==> src/rtl/uart_tx_arb.sv <==
// uart_tx_arb: two-client arbiter sharing one UART transmitter, sending each 16-bit word high byte first
// Ports: clk, rst_n (async, active-low); req0/data0, req1/data1 client requests and words;
//   done0/done1 one-cycle completion pulses; busy high outside IDLE;
//   trmt/tx_data byte strobe and byte to the UART; tx_done UART byte-finished level.
// Parameter GAP_CYCLES: idle clocks after each word before the next grant.
// Macro UART_ARB_RR_EN: round-robin tie break; undefined gives fixed priority to client 0.
module uart_tx_arb #(
  parameter int GAP_CYCLES = 0
) (
  input  logic        clk,
  input  logic        rst_n,
  input  logic        req0,
  input  logic [15:0] data0,
  input  logic        req1,
  input  logic [15:0] data1,
  input  logic        tx_done,
  output logic        done0,
  output logic        done1,
  output logic        busy,
  output logic        trmt,
  output logic [7:0]  tx_data
);
  typedef enum logic [2:0] {IDLE, SEND_HI, WAIT_HI, SEND_LO, WAIT_LO, GAP} state_t;
  state_t state, state_nx;
  logic [15:0] held, held_nx;
  logic [7:0] cnt, cnt_nx, tx_data_nx;
  logic id, id_nx, win, trmt_nx, done0_nx, done1_nx;
`ifdef UART_ARB_RR_EN
  logic last, last_nx;
  // on a tie client 1 wins only when client 0 was served last
  assign win = req1 & (~req0 | ~last);
`else
  assign win = req1 & ~req0;
`endif
  always_comb begin
    state_nx = state;
    held_nx = held;
    id_nx = id;
    cnt_nx = cnt;
    tx_data_nx = tx_data;
    trmt_nx = 1'b0;
    done0_nx = 1'b0;
    done1_nx = 1'b0;
`ifdef UART_ARB_RR_EN
    last_nx = last;
`endif
    case (state)
      IDLE: if (req0 | req1) begin
        held_nx = win ? data1 : data0;
        id_nx = win;
        tx_data_nx = win ? data1[15:8] : data0[15:8];
        trmt_nx = 1'b1;
        state_nx = SEND_HI;
      end
      // one cycle for the UART to clear the previous word's tx_done
      SEND_HI: state_nx = WAIT_HI;
      WAIT_HI: if (tx_done) begin
        tx_data_nx = held[7:0];
        trmt_nx = 1'b1;
        state_nx = SEND_LO;
      end
      SEND_LO: state_nx = WAIT_LO;
      WAIT_LO: if (tx_done) begin
        done0_nx = ~id;
        done1_nx = id;
`ifdef UART_ARB_RR_EN
        last_nx = id;
`endif
        state_nx = GAP_CYCLES > 0 ? GAP : IDLE;
        cnt_nx = GAP_CYCLES > 0 ? 8'(GAP_CYCLES - 1) : 8'h00;
      end
      GAP: if (cnt == 8'h00) state_nx = IDLE;
           else cnt_nx = cnt - 8'h01;
      default: state_nx = IDLE;
    endcase
  end
  always_ff @(posedge clk or negedge rst_n) begin
    if (!rst_n) begin
      state <= IDLE;
      held <= '0;
      id <= 1'b0;
      cnt <= '0;
      tx_data <= '0;
      trmt <= 1'b0;
      done0 <= 1'b0;
      done1 <= 1'b0;
      busy <= 1'b0;
    end else begin
      state <= state_nx;
      held <= held_nx;
      id <= id_nx;
      cnt <= cnt_nx;
      tx_data <= tx_data_nx;
      trmt <= trmt_nx;
      done0 <= done0_nx;
      done1 <= done1_nx;
      busy <= state_nx != IDLE;
    end
  end
`ifdef UART_ARB_RR_EN
  always_ff @(posedge clk or negedge rst_n) begin
    if (!rst_n) last <= 1'b1;
    else last <= last_nx;
  end
`endif
endmodule
==> config.mk <==
export PLATFORM = sky130hd
export DESIGN_NAME = uart_tx_arb
export DESIGN_NICKNAME = d
export VERILOG_FILES = /design/src/rtl/uart_tx_arb.sv
export SDC_FILE = /design/constraint.sdc
export NUM_CORES = 1
export LEC_CHECK = 0
export BUFFER_PORTS_ARGS = -buffer_cell sky130_fd_sc_hd__buf_2
export CORE_MARGIN = 3
export CORE_UTILIZATION = 40
export CTS_CLUSTER_SIZE = 12
export DETAILED_ROUTE_END_ITERATION = 10
export GPL_TIMING_DRIVEN = 0
export PLACE_DENSITY_LB_ADDON = 0.08
export SYNTH_ARGS = -nofsm -noshare
export SYNTH_HDL_FRONTEND = slang
export SYNTH_SLANG_ARGS = --single-unit
==> constraint.sdc <==
create_clock -name clk -period 3.3 [get_ports clk]
set_input_delay 0.33 -clock clk [delete_from_list [all_inputs] [get_ports clk]]
set_output_delay 0.33 -clock clk [all_outputs]
set_load 0.02 [all_outputs]
==> impl_metrics.toml <==
[clock_network]
root_buffer = "clkbuf_8"
cts_tree = "yes"
clk_latency_ns = 0.27
h-tree-depth = 2
cts_setup_buffers = 0
cts_hold_buf = 0
cts_sinks = 32
cts_buffers = 5
cts_max_path_buffers = 2
cts_resized = 0
path_clk_slew_ns = 0.06

[logic_synthesis]
synth.avg_cell_area_um2 = 10.8
muxShareOfSynthArea_pct = 13.7
ys_types = 41
async_flop_share_pct = 100
synth_ff_type = "dfrtp_1"
synth_nets = 208
yosysWarnings = 0
synth_top_family_by_area = "simple AND/OR/NAND/NOR gates"
synth_seq_cells = 32
synth_compound_area_share_pct = 16.5
syn-cell-area_um2 = 1820
seq_area_frac_synth_pct = 44.0
yosys.area_share.adder_pct = 1.37
synth_edf_count = 0
synth_largest_area_cell = "dfrtp_1"
synthCells = 169
synth-simple-area-share_pct = 19.0
synth_top_area_share_pct = 44.0
synth_area_leaders = "dfrtp_1, mux2_2, o31ai_2"
synthXorXnorAreaFrac_pct = 0.481

[global_route]
grt_pass1_vias = 1518
grt_max_degree = 33
globalRouteTotalUtil_pct = 15.7
grt-ovfl-total = 0
antenna_found_initial = 0
grt_pass1_wl_um = 6530

[sta]
hold_ws_ns = 0.107
period_minus_slack_ns = 1.80
setup_viol = 0
finalMaxSlewViolations = 0
relSlewSlack_pct = 52.6
worst_pin_slew_ns = 0.712
clock.fmax_mhz = 555
fin_skew_ns = 0.00541
hold_viol_final = 0
fin_setup_tns_ns = 0
period_share_pct = 54.6
rsz0062_at_grt = "no"

[floorplan]
die_area_um2 = 5400
initial_core_util_pct = 43.4
row_count = 23
die_w_um = 73.5
die_h_um = 73.5
num_io_pins = 49
core-area_um2 = 4200

[route]
drtAntennaViolNets = 0
via_per_inst = 5.44
first_pass_iters = 4
wirelength_um = 4130
drc = 0
drt_iter0_drc = 55
vias = 1496
wire_per_inst_um = 15.0

[critical_path]
r2r_cells = 6
crit_path_start = "cnt[0]$_DFFE_PN0P_"
critPathRequiredTime_ns = 3.43
crit_path_max_fanout = 7
worstPathCellList = "inv_1, ha_1, or3b_1, clkbuf_1, o21ai_2, o2111ai_1"
start_kind = "flip-flop"
crit_type = "flip-flop to flip-flop"
crit_path_top_delay_cell = "dfrtp_1"
cp-end-kind = "flip-flop"
worst_path_largest_cell_delay_ns = 0.43
arrival_ns = 1.93
r2r-start = "cnt[0]$_DFFE_PN0P_"

[run_status]
status = "finished, final reports clean"

[final_layout]
fin_util_pct = 52.7
fin_nets = 263
n_fill_cell = 396
drive_above_1_share_pct = 38.7
diodes = 0
area_growth_pct = 21.6

[power_and_ir_drop]
p_leak_nw = 1.10
power-per-cell-area_nw_per_um2 = 359
power_uw = 795
vdd_drop_max_mv = 0.163

[worst_hold_path]
hold_path.class = "primary input to async pin"

[placement]
portBuffers = 48
place_congestion = 0.758
post-dp-hpwl_um = 3180

[job]
maxCapViolCount = 0
==> placed cells by master (no fill, tap or decap), types with 2 or more instances in the layout <==
master,count
buf_6,2
a21oi_1,2
mux2_2,16
o31ai_1,9
and3b_1,9
buf_2,51
nor2_1,15
or3b_1,2
nand2_1,10
mux2i_1,7
o31ai_2,7
clkbuf_1,10
nand3b_1,2
clkbuf_8,6
dfrtp_1,32
and4b_1,2
nor3_1,2
ha_1,2
o21a_1,2
inv_1,4
a211oi_1,8
nand2b_1,3
o211ai_1,2
nor2b_1,2
==> cells by family (layout without fill, tap and decap cells) <==
logic type	count (synthesis)	in the layout
simple gates	56	56
compound gates	36	36
flops	32	32
mux	23	23
buf+inv	19	75
fa+ha+maj	2	2
xor+xnor	1	1
==> final cells by class <==
cell class / instances / area, µm² / area share [%]
timing repair buffer: 48 / 240 / 10.8
multi-input combinational: 118 / 931 / 42.0
clock buffer: 8 / 90.1 / 4.07
sequential: 32 / 801 / 36.2
inverter: 5 / 18.8 / 0.847
tap: 50 / 62.6 / 2.82
buffer: 14 / 71.3 / 3.22
==> flip-flops by register name, summed over array words and instances, names as in the netlist <==
signal	cells
busy	1
cnt	8
done0	1
done1	1
held	8
id	1
state	3
trmt	1
tx_data	8
==> worst max-delay path, delay by kind of cell (launching register included) <==
kind                       cells  cell delay [ns]
and+or+nand+nor                1             0.34
adders and majority gates      1             0.17
buffers and inverters          2             0.29
DFF                            1             0.43
AOI/OAI and AO/OA              2             0.43
==> path summary, 6_finish.rpt <==
kind                                        to  slack [ns]
min                        held[7]$_DFFE_PN0P_        0.11
min in group clk           held[7]$_DFFE_PN0P_        0.41
max in group asynchronous   state[1]$_DFF_PN0_        2.73
min reg2reg                    done0$_DFF_PN0_        0.45
max reg2reg                     busy$_DFF_PN0_        1.50
max                             busy$_DFF_PN0_        1.50
==> through the flow <==
step                worst slack [ns]  area (µm²)  cells
floorplan                       1.69        1820    169
global placement                1.50        2120    267
detailed placement              1.46        2120    267
CTS                             1.45        2210    275
global route                    1.34        2210    275
finish                          1.50        2210    275
==> where the power goes <==
group / leakage, nW / total [mW] / switching (mW) / internal [mW]
sequential: 0.400 / 0.405 / 0.00412 / 0.401
combinational: 0.659 / 0.0907 / 0.0479 / 0.0428
clock: 0.0455 / 0.300 / 0.130 / 0.170
==> layer usage <==
layer	vias to the layer above	global-route usage, %	wire [µm]
li1	728	-	-
met1	724	17.8	1680
met2	34	27.6	2190
met3	10	4.10	181
met4	0	6.64	80
met5	-	0	0
==> synth_stat cells, types with 2 or more instances <==
cell      count
dfrtp_1      32
mux2_2       16
nor2_1       15
nand2_1      10
and3b_1       9
o31ai_1       9
a211oi_1      8
clkbuf_1      8
mux2i_1       7
o31ai_2       7
inv_1         4
buf_2         3
nand2b_1      3
a21oi_1       2
and4b_1       2
buf_6         2
ha_1          2
nand3b_1      2
nor2b_1       2
nor3_1        2
o211ai_1      2
o21a_1        2
or3b_1        2
(Power assumes the default switching activity.)
